[src/rtl/if_fetch_pkg.sv]
// Shared fetch-stage constants, response classification and PC helpers.
// Imported by if_fetch and if_fifo.
package if_fetch_pkg;

    localparam int INST_ADDR_BUS = 32;
    localparam int INST_BUS      = 64;
    localparam int IF_BUF_DEPTH  = 2;
    localparam int IF_PC_STEP    = 8;
    localparam logic [INST_ADDR_BUS-1:0] IF_RESET_PC = 32'h0000_0000;

    // How a memory response is consumed in the current cycle.
    typedef enum logic [1:0] {
        RSP_IGNORE,
        RSP_ACCEPT,
        RSP_DISCARD,
        RSP_DROP
    } rsp_action_e;

    function automatic logic pc_misaligned(input logic [2:0] low_bits);
        return low_bits != 3'b000;
    endfunction

endpackage

[src/rtl/if_fifo.sv]
// Parameterised synchronous FIFO with async reset and a synchronous clear.
// The head entry is presented combinationally; push and pop may coincide.
module if_fifo
    import if_fetch_pkg::*;
#(
    parameter  int WIDTH = 8,
    parameter  int DEPTH = 2,
    localparam int PTR_W = $clog2(DEPTH),
    localparam int CNT_W = PTR_W + 1
) (
    input  logic             clk,
    input  logic             rst,
    input  logic             clear,
    input  logic             push,
    input  logic [WIDTH-1:0] push_data,
    input  logic             pop,
    output logic [WIDTH-1:0] head,
    output logic [CNT_W-1:0] count,
    output logic             full,
    output logic             empty
);

    logic [WIDTH-1:0] mem [DEPTH];
    logic [PTR_W-1:0] wr_ptr;
    logic [PTR_W-1:0] rd_ptr;
    logic             do_push;
    logic             do_pop;

    assign full    = (count == CNT_W'(DEPTH));
    assign empty   = (count == '0);
    assign do_pop  = pop && !empty;
    assign do_push = push && (!full || do_pop);
    assign head    = mem[rd_ptr];

    // DEPTH is a power of two, so the pointers wrap naturally.
    always_ff @(posedge clk or posedge rst) begin
        if (rst) begin
            wr_ptr <= '0;
            rd_ptr <= '0;
            count  <= '0;
        end else if (clear) begin
            wr_ptr <= '0;
            rd_ptr <= '0;
            count  <= '0;
        end else begin
            if (do_push) begin
                wr_ptr <= wr_ptr + PTR_W'(1);
            end
            if (do_pop) begin
                rd_ptr <= rd_ptr + PTR_W'(1);
            end
            case ({do_push, do_pop})
                2'b10:   count <= count + CNT_W'(1);
                2'b01:   count <= count - CNT_W'(1);
                default: count <= count;
            endcase
        end
    end

    always_ff @(posedge clk) begin
        if (do_push && !clear) begin
            mem[wr_ptr] <= push_data;
        end
    end

endmodule

[src/rtl/if_fetch.sv]
// Instruction fetch stage: PC sequencing, in-order imem requests, {pc,inst} buffer.
// Optional build macro IF_ALIGN_CHK_EN adds a sticky misaligned-redirect fault.
module if_fetch
    import if_fetch_pkg::*;
#(
    parameter int ADDR_W = INST_ADDR_BUS,
    parameter int INST_W = INST_BUS,
    parameter int DEPTH  = IF_BUF_DEPTH,
    parameter logic [ADDR_W-1:0] RESET_PC = ADDR_W'(IF_RESET_PC)
) (
    input  logic              clk,
    input  logic              rst,
    input  logic              flush_i,
    input  logic [ADDR_W-1:0] new_pc_i,
    output logic              imem_req_o,
    output logic [ADDR_W-1:0] imem_addr_o,
    input  logic              imem_gnt_i,
    input  logic              imem_rvalid_i,
    input  logic [INST_W-1:0] imem_rdata_i,
    output logic              inst_valid_o,
    output logic [ADDR_W-1:0] pc_o,
    output logic [INST_W-1:0] inst_o,
    input  logic              id_ready_i,
    output logic              fault_o
);

    localparam int CNT_W = $clog2(DEPTH) + 1;
    localparam int ENT_W = ADDR_W + INST_W;

    logic [ADDR_W-1:0] fetch_pc;
    logic [ADDR_W-1:0] flush_target;
    logic [ADDR_W-1:0] pcq_head;
    logic [CNT_W-1:0]  pcq_count;
    logic [CNT_W-1:0]  buf_count;
    logic [CNT_W-1:0]  drop;
    logic [CNT_W-1:0]  drop_next;
    logic [CNT_W:0]    occupancy;
    logic              pcq_full;
    logic              pcq_empty;
    logic              buf_full;
    logic              buf_empty;
    logic [ENT_W-1:0]  buf_head;
    logic [ENT_W-1:0]  last_entry;
    logic              room;
    logic              fetch_block;
    logic              issue;
    logic              transfer;
    logic              rsp_accept;
    rsp_action_e       rsp_action;

    // The in-flight PC queue occupancy doubles as the outstanding-request count.
    assign occupancy    = {1'b0, buf_count} + {1'b0, pcq_count};
    assign room         = !buf_full && !pcq_full && (occupancy < (CNT_W+1)'(DEPTH));
    assign imem_req_o   = !rst && !flush_i && !fetch_block && room;
    assign imem_addr_o  = fetch_pc;
    assign issue        = imem_req_o && imem_gnt_i;
    assign inst_valid_o = !buf_empty;
    assign transfer     = inst_valid_o && id_ready_i;
    assign rsp_accept   = (rsp_action == RSP_ACCEPT);

    // Stale responses from before a flush are consumed ahead of any live ones.
    always_comb begin
        rsp_action = RSP_IGNORE;
        if (imem_rvalid_i) begin
            if (drop != '0) begin
                rsp_action = RSP_DROP;
            end else if (!pcq_empty) begin
                rsp_action = flush_i ? RSP_DISCARD : RSP_ACCEPT;
            end
        end
    end

    always_comb begin
        drop_next = drop;
        if (flush_i) begin
            drop_next = drop + pcq_count;
            if (rsp_action == RSP_DROP || rsp_action == RSP_DISCARD) begin
                drop_next = drop + pcq_count - CNT_W'(1);
            end
        end else if (rsp_action == RSP_DROP) begin
            drop_next = drop - CNT_W'(1);
        end
    end

`ifdef IF_ALIGN_CHK_EN
    logic fault;

    assign flush_target = {new_pc_i[ADDR_W-1:3], 3'b000};
    assign fetch_block  = fault;
    assign fault_o      = fault;

    always_ff @(posedge clk or posedge rst) begin
        if (rst) begin
            fault <= 1'b0;
        end else if (flush_i) begin
            fault <= pc_misaligned(new_pc_i[2:0]);
        end
    end
`else
    assign flush_target = new_pc_i;
    assign fetch_block  = 1'b0;
    assign fault_o      = 1'b0;
`endif

    always_ff @(posedge clk or posedge rst) begin
        if (rst) begin
            fetch_pc <= RESET_PC;
            drop     <= '0;
        end else begin
            drop <= drop_next;
            if (flush_i) begin
                fetch_pc <= flush_target;
            end else if (issue) begin
                fetch_pc <= fetch_pc + ADDR_W'(IF_PC_STEP);
            end
        end
    end

    // Holds the most recently transferred entry so the outputs are stable when empty.
    always_ff @(posedge clk or posedge rst) begin
        if (rst) begin
            last_entry <= '0;
        end else if (transfer) begin
            last_entry <= buf_head;
        end
    end

    assign {pc_o, inst_o} = buf_empty ? last_entry : buf_head;

    if_fifo #(
        .WIDTH (ADDR_W),
        .DEPTH (DEPTH)
    ) u_pc_queue (
        .clk       (clk),
        .rst       (rst),
        .clear     (flush_i),
        .push      (issue),
        .push_data (fetch_pc),
        .pop       (rsp_accept),
        .head      (pcq_head),
        .count     (pcq_count),
        .full      (pcq_full),
        .empty     (pcq_empty)
    );

    if_fifo #(
        .WIDTH (ENT_W),
        .DEPTH (DEPTH)
    ) u_inst_buf (
        .clk       (clk),
        .rst       (rst),
        .clear     (flush_i),
        .push      (rsp_accept),
        .push_data ({pcq_head, imem_rdata_i}),
        .pop       (transfer),
        .head      (buf_head),
        .count     (buf_count),
        .full      (buf_full),
        .empty     (buf_empty)
    );

endmodule

[config.mk]
export PLATFORM = sky130hd
export DESIGN_NAME = if_fetch
export DESIGN_NICKNAME = d
export VERILOG_FILES = /design/src/rtl/if_fetch_pkg.sv /design/src/rtl/if_fifo.sv /design/src/rtl/if_fetch.sv
export SDC_FILE = /design/constraint.sdc
export NUM_CORES = 1
export LEC_CHECK = 0
export BUFFER_PORTS_ARGS = -buffer_cell sky130_fd_sc_hd__buf_2
export CAP_MARGIN = 20
export CORE_AREA = 2 2 118 235
export DETAILED_ROUTE_END_ITERATION = 10
export DIE_AREA = 0 0 120 237
export PLACE_DENSITY = 0.82
export SYNTH_ARGS = -nofsm -noshare
export SYNTH_HDL_FRONTEND = slang
export SYNTH_SLANG_ARGS = --single-unit
[constraint.sdc]
create_clock -name clk -period 15.3 [get_ports clk]
set_input_delay 0.765 -clock clk [delete_from_list [all_inputs] [get_ports clk]]
set_output_delay 0.765 -clock clk [all_outputs]
set_load 0.01 [all_outputs]
[Yosys cells after proc, flatten, opt, wreduce, memory -nomap -nowiden]
Memory sizes are Yosys's and may differ from the RTL's.
Cells that the tools add are included.
Cells by class
  $lt $le $gt $ge: 1
  eq/ne operators: 9
  mux-type cells: 26
  reductions and logical operators: 32
  $add $sub $neg: 13
Operators by type and width (count)
  $mux W96: 1
  $mux W32: 2
  $add A32 B4 Y32 const B: 1
  $mux W2: 9
  $reduce_bool A2 Y1: 7
  $eq A2 B2 Y1 const B: 6
  $logic_and A1 B1 Y1: 12
  $mux W1: 12
  $pmux W2 S2: 2
  $sub A2 B1 Y2 const B: 4
  $eq A2 B1 Y1 const B: 3
  $logic_not A1 Y1: 6
  $reduce_bool A3 Y1: 2
  $add A1 B1 Y1 const B: 4
  $add A2 B1 Y2 const B: 2
  $logic_not A2 Y1: 2
  $add A2 B2 Y3: 1
  $logic_or A1 B1 Y1: 3
  $lt A3 B2 Y1 const B: 1
  $add A2 B2 Y2: 1
Storage, ports and cells
  flip-flop bits (word level): 138
  memories: 2
  logic and storage cells: 92
  input port bits: 102
  RAM bits: 256
  output and inout bits: 131
Memories
  u_inst_buf.mem: depth 2, bits a word 96, read ports 1, clocked after Yosys merged registers in 0, wr ports 1, line if_fifo.sv:23  | logic [WIDTH-1:0] mem [DEPTH];
  u_pc_queue.mem: depth 2, bits a word 32, read ports 1, clocked after Yosys merged registers in 0, wr ports 1, line if_fifo.sv:23

[Longest topological paths before layout]
Gate-level depths: netlist of the first run.
  word-level depth: 11
  depth in mapped cells: 9
  gate-level depth less buffers: 7

[Cells and area by module]
A second synthesis of the first run with hierarchy kept.
Second synthesis, totals
  cell total of the unflattened synthesis: 1006
  area, all modules: 16639.7 um^2
Modules (own cells, without submodules)
  if_fifo (u_inst_buf): times used 1, seq. area each 5865.6 um^2, cells each 327, area an instance 7289.5 um^2
  if_fetch: times used 1, seq. area each 3253.1 um^2, cells each 551, area an instance 6777.8 um^2
  if_fifo (u_pc_queue): times used 1, seq. area each 2021.9 um^2, cells each 128, area an instance 2572.5 um^2

[Least setup slack after synthesis of the first run]
OpenSTA, ideal clock, no wires.
  path kind: input -> register
  start: in imem_rvalid_i
  end: mem u_inst_buf.mem[1][0] (netlist bit), enable pin
  library setup time: 0.688 ns
  stages on the path: 3
  path slack: 6.392 ns
  data required time: 14.612 ns
  buffers on the path: 0
  arrival time: 8.220 ns
  path through: o211a_1 -> o21ai_0 -> nor3b_1
On the way
  word-level cells in the longest chain between the ends: 6
RTL lines
  start: declaration: line if_fetch.sv:18  | input logic imem_rvalid_i,
  $mux W2: line if_fetch.sv:64  | if (imem_rvalid_i) begin
  $eq A2 B1 Y1: line if_fetch.sv:59  | assign rsp_accept = (rsp_action == RSP_ACCEPT);
  $logic_and A1 B1 Y1: line if_fifo.sv:32  | assign do_push = push && (!full || do_pop);
  $logic_and A1 B1 Y1: line if_fifo.sv:61  | if (do_push && !clear) begin
  $mux W1: line if_fifo.sv:61
  $mux W1 (not written as such): line if_fifo.sv:62  | mem[wr_ptr] <= push_data;
  end: declaration: line if_fifo.sv:23
Every way passes these cells.

[Worst setup path after layout of the first run]
  start: reg u_inst_buf.count[1]
  end: out inst_o[0]
On the way
  word-level cells in the longest chain between the ends: 2
RTL lines
  start: declaration: line if_fifo.sv:18  | output logic [CNT_W-1:0] count,
  start signal: assignment: line if_fifo.sv:53  | 2'b10: count <= count + CNT_W'(1);
  start signal: assignment: line if_fifo.sv:54  | 2'b01: count <= count - CNT_W'(1);
  start signal: assignment: line if_fifo.sv:55  | default: count <= count;
  $logic_not A2 Y1: line if_fifo.sv:30  | assign empty = (count == '0);
  $mux W96: line if_fetch.sv:128  | assign {pc_o, inst_o} = buf_empty ? last_entry : buf_head;
  end: declaration: line if_fetch.sv:22  | output logic [INST_W-1:0] inst_o,
Every way passes these cells.

==> results of run 1 <==
-- sequential cells by signal, summed over array words and instances (netlist names) --
signal	cells
u_pc_queue.mem	64
imem_addr_o	32
u_inst_buf.mem	192
u_pc_queue.rd_ptr	1
u_pc_queue.wr_ptr	1
drop	2
u_inst_buf.count	2
u_pc_queue.count	2
u_inst_buf.rd_ptr	1
u_inst_buf.wr_ptr	1
last_entry	96
-- cells by family (layout without fill, tap and decap cells) --
| kind of cell | count (synthesis) | in the layout | synth area share, % |
|---|---|---|---|
| buffers and inverters | 77 | 313 | 1.86 |
| AND/OR/NAND/NOR | 331 | 331 | 9.09 |
| XOR/XNOR | 27 | 27 | 1.50 |
| AO/OA/AOI/OAI | 243 | 243 | 7.94 |
| other | 1 | 3 | 0.0237 |
| multiplexers | 134 | 134 | 8.76 |
| adder cells (fa/ha/maj) | 4 | 4 | 0.364 |
| flip-flops | 394 | 394 | 70.5 |
-- worst max-delay path: stages (launching register included) --
cell     delay [ns]
dfrtp_1        0.46
or2_4          0.88
buf_4          0.83
nor2_1         0.09
a21oi_1        0.24
buf_2          0.18
-- cell usage after synthesis, drive strengths merged (3+ instances only) --
cell type,count
or4,3
nor3,8
or3,8
dfrtp,138
inv,6
nor2,121
xnor2,18
a21oi,101
buf,8
nor2b,4
mux2i,99
edfxtp,256
ha,3
nand3,12
nor4,8
and3,3
nor4b,3
mux2,35
a31oi,6
clkbuf,63
o21ai,126
xor2,9
nand2b,5
nand2,136
nand4,12
-- power breakdown --
group / total (uW) / switching, uW / internal, uW
combinational: 579 / 336 / 243
sequential: 1380 / 94.8 / 1290
clock: 858 / 368 / 490
total: 2820 / 798 / 2020
-- path summary, 6_finish.rpt --
kind                                           from                     to  slack [ns]  depth (start not counted)
worst max-delay path            u_inst_buf.count[1]              inst_o[0]       11.21                          5
worst min-delay path                            rst        imem_addr_o[20]        0.41                          2
max in group asynchronous                       rst         last_entry[19]       13.58                          3
min in group clk                   imem_rdata_i[39]  u_inst_buf.mem[1][39]        0.43                          1
worst min register to register       last_entry[75]         last_entry[75]        0.48                          2
worst max register to register  u_pc_queue.count[0]        imem_addr_o[27]       11.81                          7
-- metrics by stage --
stage	setup slack, ns	cells	utilization [%]
2_1_floorplan	6.39	1211	-
3_3_place_gp	11.88	1730	64.6
3_5_place_dp	11.80	1730	64.6
4_1_cts	11.21	1793	68.9
5_1_grt	10.99	1796	69.1
6_report	11.21	1797	69.1
-- layout make-up --
type | count | area [um2] | share of cell area [%]
repair buffers | 244 | 1290 | 7.01
diodes | 2 | 5.00 | 0.0271
clock inverters | 10 | 61.3 | 0.332
clock buffers | 53 | 1080 | 5.84
flip-flops and latches | 394 | 11100 | 60.4
well taps | 348 | 435 | 2.36
inverters | 6 | 27.5 | 0.149
multi-input cells | 740 | 4410 | 23.9
-- cell usage in the layout (no fill, tap or decap), types with 11 or more instances in the layout --
master / count
a21oi_1: 101
mux2_2: 35
buf_2: 231
xnor2_1: 18
clkbuf_16: 39
o21ai_0: 125
nand2_1: 135
nor2_1: 120
mux2i_1: 99
buf_4: 11
nand3_1: 12
dfrtp_1: 137
edfxtp_1: 256
nand4_1: 12
-- per-layer routing --
layer	global-route usage [%]	vias to the layer above	wire length, um
met3	4.24	87	1990
met2	38.3	378	16100
met5	0	-	7
met4	9.70	2	1170
met1	29.6	4969	12800
li1	-	4784	-
==> results.md, run 1 <==
* CTS resizes at 0
* Die Area at 28400 um2
* TritonCTS Sinks at 394
* Post-synthesis sequential area ratio at 70.5%
* CP Launch Type: register
* CTS Buf Count at 35
* Leakage at 0.00712 uW
* Synth Net Count at 1317
* Vias per cell at 5.69
* Total power at 2820 uW
* Avg Cell Area, Syn at 13.1 um2
* Hold Path Class: primary input to async pin
* Max Cap Viol at 0
* Initial antenna violation count at 3
* Least-Margin Pin Slew at 1.11 ns
* GPL Wtd Cong at 0.896
* Setup TNS at 0 ns
* Initial Util at 59.2%
* H-Tree Depth at 2
* WP data arrival at 3.32 ns
* Yosys reg bits at 394
* Final #Nets at 1527
* Drc violations at 0
* Setup-failing EPs final at 0
* Drt first pass iters at 7
* CTS max path bufs at 3
* Placed Area at 17300 um2
* PortBufs at 231
* Final Hold Viols at 0
* Reg clk slew, reported paths at 0.06 ns
* Post-layout instance area at 18500 um2
* Initial DRC count at 736
* Core area at 26700 um2
* Min Hold Slack at 0.410 ns
* Global Route Usage Sum at 23.0%
* Setup crit end kind: output pin
* Netlist cell types at 45
* Area delta synth->final at 16.7%
* Synth area leaders: edfxtp_1 (49%), dfrtp_1 (22%), mux2i_1 (6.3%)
* Synth Instances at 1211
* Die width at 120 um
* Clk Latency, worst-skew pair at 0.52 ns
* Crit Path Category: register to output pin
* Slew HR at 25.7%
* Final period utilization at 26.7%
* Total number of vias at 10200
* Status: finished clean
* Mapped Area at 15800 um2
* Critical Path RT at 14.53 ns
* Final Max Slew Viols at 0
* RSZ-0062 raised after global routing: no
* Routed wire per std cell at 17.9 um
* Post-DP HPWL at 20600 um
* Top FF cell, synth: edfxtp_1
* Pwr Density at 153 nW/um2
* Grt total ovfl at 0
* CTS tree: done
* Die Ht at 237 um
* First-pass GRT wire length at 51800 um
* Layout cells sized above 1 at 23.6%
* # IOs at 233
* Number of core rows at 85
* Async S/R FF share, synth at 35.0%
* Pin count of the biggest net entering global routing at 133
* Area share of the largest cell type after synthesis at 48.6%
* Number of setup buffers added after CTS at 0
* CP max FO at 102
* FMAX at 0.245 GHz
* Number of synthesized flops with an enable pin at 256
* Fillers at 1832
* Yosys warns at 0
* Final WL at 32100 um
* Highest ir drop seen on vdd at 149 uV
* Area leader, netlist: edfxtp_1
* Remaining antenna violation count at 0
* Clock skew at 0.0118 ns
* Fin crit period at 4.09 ns
* Number of global-route vias before repair at 10300
* Hold Buf Count CTS at 0
* Clock root buffer master: clkbuf_16
Power figures use the tool's default switching activity.
==> inputs of run 2 (changes only) <==
--- a/config.mk
+++ b/config.mk
@@ -7,10 +7,10 @@
 export LEC_CHECK = 0
 export BUFFER_PORTS_ARGS = -buffer_cell sky130_fd_sc_hd__buf_2
 export CAP_MARGIN = 20
-export CORE_AREA = 2 2 118 235
+export CORE_AREA = 2 2 128 254
 export DETAILED_ROUTE_END_ITERATION = 10
-export DIE_AREA = 0 0 120 237
-export PLACE_DENSITY = 0.82
+export DIE_AREA = 0 0 130 256
+export PLACE_DENSITY = 0.75
 export SYNTH_ARGS = -nofsm -noshare
 export SYNTH_HDL_FRONTEND = slang
 export SYNTH_SLANG_ARGS = --single-unit
==> constraint.sdc (replaced) <==
create_clock -name clk -period 3.64 [get_ports clk]
set_input_delay 0.182 -clock clk [delete_from_list [all_inputs] [get_ports clk]]
set_output_delay 0.182 -clock clk [all_outputs]
set_load 0.01 [all_outputs]
==> results.md, run 2 (synthesis results as in run 1) <==
* DR WL met2 at 19500 um (+21%)
* Most frequent cells in the layout: edfxtp_1 (256), buf_2 (231), dfrtp_1 (137)
* Final Max Slew Viols at 0 (unchanged)
* Leakage at 0.00756 uW (+6.1%)
* WP data arrival at 3.52 ns (+0.20 ns)
* Status: finished clean
* Non-Filler Instances at 1973 (+9.8%)
* Final WL at 35900 um (+12%)
* CP max stage delay at 0.52 ns (-0.36 ns)
* Crit Path Category: register to register
* Number of core rows at 92 (+8.2%)
* Crit-path cells: and2_1 -> fa_1 -> or3_4 -> or4_1 -> or3_4 -> or4_1 -> nand3_1
* Slew HR at 30.1% (+4.4 points)
* CTS tree: done
* Crit path max-delay cell type: dfrtp_1
* Reg clk slew, reported paths at 0.07 ns (about the same)
* Ant. Diodes at 0 (-2)
* Post-place setup slack at 0.587 ns (-11.21 ns)
* Final Hold Viols at 0 (unchanged)
* Pin count of the biggest net entering global routing at 127 (-4.5%)
* Drc violations at 0 (unchanged)
* Final #Nets at 1630 (+6.7%)
* Initial Util at 50.3% (-8.9 points)
* FMAX at 0.326 GHz
* Die width at 130 um (+8.3%)
* Number of setup buffers added after CTS at 0 (unchanged)
* CTS max path bufs at 3 (unchanged)
* CTS Buf Count at 35 (unchanged)
* Clock root buffer master: clkbuf_16
* Metal3 WL at 1700 um (-15%)
* Critical Path RT at 4.09 ns (-10.44 ns)
* Max reg flops at 192 (unchanged)
* Highest ir drop seen on vdd at 454 uV (+210%)
* Routed wire per std cell at 18.2 um (+1.7%)
* Clock skew at 0.0198 ns (+0.00799 ns)
* Vias per cell at 5.34 (-6.1%)
* First-pass GRT wire length at 55500 um (+7.2%)
* Remaining antenna violation count at 0 (unchanged)
* Placed cells at 1812 (+4.7%)
* Least-Margin Pin Slew at 1.05 ns (-0.0663 ns)
* H-Tree Depth at 2 (unchanged)
* GPL Wtd Cong at 0.896 (about the same)
* Grt total ovfl at 0 (unchanged)
* Pwr Density at 616 nW/um2 (+300%)
* Initial DRC count at 683 (-7.2%)
* Fin crit period at 3.07 ns
* Hold Path Class: primary input to register
* M1 wire length at 12900 um (+0.76%)
* Final period utilization at 84.3%
* CTS resizes at 0 (unchanged)
* Fillers at 2344 (+28%)
* Global Route Usage Sum at 21.3% (-1.6 points)
* Die Area at 33300 um2 (+17%)
* Initial antenna violation count at 0 (-3)
* RSZ-0062 raised after global routing: no
* CP Launch Type: register
* Fin worst setup slack at 0.570 ns (-10.64 ns)
* # IOs at 233 (unchanged)
* Post-DP HPWL at 22600 um (+9.9%)
* Core area at 31400 um2 (+18%)
* Drt first pass iters at 8 (+1)
* Setup-failing EPs final at 0 (unchanged)
* TritonCTS Sinks at 394 (unchanged)
* Commonest non-fill, non-tap cell in the layout: edfxtp_1
* Number of global-route vias before repair at 10900 (+5.7%)
* Layout cells sized above 1 at 22.8% (-0.79 points)
* Min Hold Slack at 0.0705 ns (-0.340 ns)
* Max Cap Viol at 0 (unchanged)
* Setup crit end kind: register
* Total number of vias at 10500 (+3.1%)
* Area delta synth->final at 24.1%
* Top flop regs: u_inst_buf.mem: 192 flops, last_entry: 96 flops, u_pc_queue.mem: 64 flops
* PortBufs at 231 (unchanged)
* Util after Layout at 62.5% (-6.7 points)
* Max Used Layer: met4
* Largest reg by FF count: u_inst_buf.mem
* Clk Latency, worst-skew pair at 0.52 ns (about the same)
* CP max FO at 10 (-90%)
* Die Ht at 256 um (+8.0%)
* Setup TNS at 0 ns (unchanged)
[run 2: power by group]
group          switching, uW  internal (uW)
clock network           1570           2100
registers                388           5410
logic                   1520           1110
[run 2: critical path: cells and delay by family, from the launching register on]
kind / cells / cell delay (ns)
AND/OR/NAND/NOR: 6 / 2.04
flip-flops: 1 / 0.52
adder cells (fa/ha/maj): 1 / 0.44
[run 2: path summary, 6_finish.rpt]
check / depth (start not counted) / to / start / slack, ns
min reg2reg: 2 / last_entry[91] / last_entry[91] / 0.48
max: 7 / imem_addr_o[21] / u_pc_queue.count[0] / 0.57
max in group asynchronous: 4 / last_entry[6] / rst / 2.49
min: 3 / u_inst_buf.count[0] / id_ready_i / 0.07
min in group asynchronous: 4 / u_inst_buf.rd_ptr / rst / 0.40
max reg2reg: 7 / imem_addr_o[21] / u_pc_queue.count[0] / 0.57
[run 2: stage by stage]
| step | total power [uW] | cell area [um2] |
|---|---|---|
| floorplan | 7310 | 15900 |
| global route | 12800 | 19600 |
| detailed placement | 8430 | 17500 |
| CTS | 12200 | 19600 |
| finish | 12100 | 19600 |
| global placement | 8310 | 17500 |
[run 2: per-layer routing]
layer / vias to the layer above / GRT usage (%)
li1: 4991 / -
met1: 5146 / 22.6
met2: 311 / 39.7
met3: 87 / 3.76
met4: 0 / 10.4
met5: - / 0
[run 2: area by class of cell]
| cell class | count | area [um2] | area share, % |
|---|---|---|---|
| Clock inverter | 12 | 123 | 0.625 |
| Timing Repair Buffer | 347 | 2330 | 11.9 |
| Tap cell | 423 | 529 | 2.70 |
| Sequential cell | 394 | 11100 | 56.8 |
| Inverter | 6 | 26.3 | 0.134 |
| Clock buffer | 51 | 1020 | 5.19 |
| Multi-Input combinational cell | 740 | 4450 | 22.7 |
[run 2: what timing repair did]
item	4_1_cts	5_1_grt
endpoints found under the setup margin	0	0
hold buffers	96	1
endpoints found under the hold margin	160	35
==> inputs of run 3 (changes only) <==
==> constraint.sdc (replaced) <==
create_clock -name clk -period 2.57 [get_ports clk]
set_input_delay 0.1285 -clock clk [delete_from_list [all_inputs] [get_ports clk]]
set_output_delay 0.1285 -clock clk [all_outputs]
set_load 0.01 [all_outputs]
==> results.md, run 3 (synthesis results as in run 1) <==
* Status: finished with violations
* Violated checks: setup timing
* CP most frequent cell: or3_4
* Initial DRC count at 614 (-10%)
* Max reg flops at 192 (unchanged)
* Most frequent cells in the layout: edfxtp_1 (256), buf_2 (231), dfrtp_1 (137)
* Drt first pass iters at 5 (-3)
* CTS tree: done
* Clk Latency, worst-skew pair at 0.52 ns (about the same)
* Commonest non-fill, non-tap cell in the layout: edfxtp_1
* Area delta synth->final at 28.4%
* PortBufs at 231 (unchanged)
* Hold Path Class: primary input to register
* Final Hold Viols at 0 (unchanged)
* Placed Area at 18000 um2 (+3.0%)
* # IOs at 233 (unchanged)
* Util after Layout at 64.6% (+2.1 points)
* Initial antenna violation count at 3 (+3)
* Number of core rows at 92 (unchanged)
* Crit Path Category: register to register
* Setup crit end kind: register
* GPL Wtd Cong at 0.842 (-6.0%)
* Fin crit period at 2.66 ns (-0.405 ns)
* Final #Nets at 1669 (+2.4%)
* Max Cap Viol at 0 (unchanged)
* Total number of vias at 10800 (+2.0%)
* Layout cells sized above 1 at 25.4% (+2.6 points)
* Number of global-route vias before repair at 11200 (+2.4%)
* CTS max path bufs at 3 (unchanged)
* Non-Filler Instances at 2015 (+2.1%)
* Crit-path cells: and2_4 -> fa_1 -> or3_4 -> or4_4 -> or3_4 -> or4_1 -> nand3_1
* Fillers at 2319 (-1.1%)
* Clock skew at 0.0237 ns (+0.00394 ns)
* Initial Util at 50.3% (unchanged)
* Slew HR at 57.2% (+27 points)
* Remaining antenna violation count at 0 (unchanged)
* Global Route Usage Sum at 21.9% (+0.57 points)
* Reg clk slew, reported paths at 0.07 ns (about the same)
* Grt total ovfl at 0 (unchanged)
* FMAX at 0.375 GHz (+15%)
* Placed cells at 1843 (+1.7%)
* Drc violations at 0 (unchanged)
* RSZ-0062 raised after global routing: yes
* Final Max Slew Viols at 0 (unchanged)
* Setup-failing EPs final at 14 (+14)
* Highest ir drop seen on vdd at 576 uV (+27%)
* H-Tree Depth at 2 (unchanged)
* Die Ht at 256 um (unchanged)
* Final WL at 36900 um (+2.8%)
* CTS Buf Count at 35 (unchanged)
* Critical Path RT at 3.02 ns (-1.07 ns)
* Die Area at 33300 um2 (unchanged)
* Fin worst setup slack at -0.0947 ns (-0.665 ns)
* Post-layout instance area at 20300 um2 (+3.4%)
* Top flop regs: u_inst_buf.mem: 192 flops, last_entry: 96 flops, u_pc_queue.mem: 64 flops
* Post-DP HPWL at 23200 um (+2.8%)
* Core area at 31400 um2 (unchanged)
* Least-Margin Pin Slew at 0.642 ns (-0.406 ns)
* Final period utilization at 104% (+19 points)
* First-pass GRT wire length at 57100 um (+2.8%)
* WP data arrival at 3.11 ns (-0.41 ns)
* Pwr Density at 853 nW/um2 (+38%)
* Largest reg by FF count: u_inst_buf.mem
* Die width at 130 um (unchanged)
* Leakage at 0.00791 uW (+4.6%)
* CP Launch Type: register
* TritonCTS Sinks at 394 (unchanged)
* Clock root buffer master: clkbuf_16
* Pin count of the biggest net entering global routing at 107 (-16%)
* CP max stage delay at 0.46 ns (-0.06 ns)
* Vias per cell at 5.33 (about the same)
* CP max FO at 2 (-8)
* Crit path max-delay cell type: fa_1
* Routed wire per std cell at 18.3 um (+0.64%)
## run 3: changes by cell type in the layout (fill, tap and decap cells not counted), moves of 4 or more
cell,previous run,this run
nor4_4,0,4
o21ai_0,124,120
o21ai_1,1,5
nor4_1,7,3
buf_4,14,33
buf_12,5,18
## run 3: layout make-up
cell class	instances	area [um2]	area share [%]
Clock inverter	12	130	0.641
Clock buffer	51	1030	5.07
Timing Repair Buffer	386	2840	14.0
Inverter	6	26.3	0.129
Multi-Input combinational cell	740	4590	22.6
Sequential cell	394	11100	54.9
Tap cell	423	529	2.61
Antenna cell	3	7.51	0.0370
## run 3: metrics by stage
stage | TNS (ns) | hold WS (ns) | power, uW | worst slack, ns
2_1_floorplan | -220.34 | 0.227 | 10400 | -1.23
3_3_place_gp | -0.406 | 0.252 | 11800 | -0.265
3_5_place_dp | -1.19 | 0.252 | 12000 | -0.262
4_1_cts | -1.30 | 0.0284 | 17400 | -0.209
5_1_grt | -2.10 | 0.0496 | 18200 | -0.162
6_report | -0.316 | 0.0547 | 17300 | -0.0947
## run 3: report_power, final
part | switching (uW) | internal (uW)
Clock | 2230 | 3010
Combinational | 2240 | 1640
Sequential | 530 | 7670
Total | 5000 | 12300
## run 3: timing repair
action / in CTS / in global routing
cloned: 1 / 0
setup buffers: 5 / 3
gates resized for setup: 6 / 9
pin swaps: 9 / 15
hold endpoints to repair: 181 / 0
hold buffers: 98 / 0
setup endpoints to repair: 45 / 82
## run 3: final timing paths
check,slack [ns],start,cells after the start,endpoint
min in group asynchronous,0.30,rst,3,u_inst_buf.count[1]
setup reg to reg,-0.09,u_inst_buf.count[0],7,imem_addr_o[21]
hold / removal,0.05,imem_rvalid_i,3,drop[0]
setup / recovery,-0.09,u_inst_buf.count[0],7,imem_addr_o[21]
hold reg to reg,0.48,last_entry[18],2,last_entry[18]
max in group asynchronous,1.39,rst,4,u_inst_buf.rd_ptr
## run 3: per-layer routing
layer | vias to the layer above | global-route usage [%] | wire (um)
met2 | 312 | 40.4 | 20000
met1 | 5252 | 23.6 | 13400
met4 | 0 | 12.0 | 2040
li1 | 5069 | - | -
met3 | 117 | 2.86 | 1400
met5 | - | 0 | 0
## run 3: critical path, delay by kind of cell, from the launching register on
kind / cells / cell delay, ns
AND/OR/NAND/NOR: 6 / 1.77
flip-flops: 1 / 0.38
adder cells (fa/ha/maj): 1 / 0.46
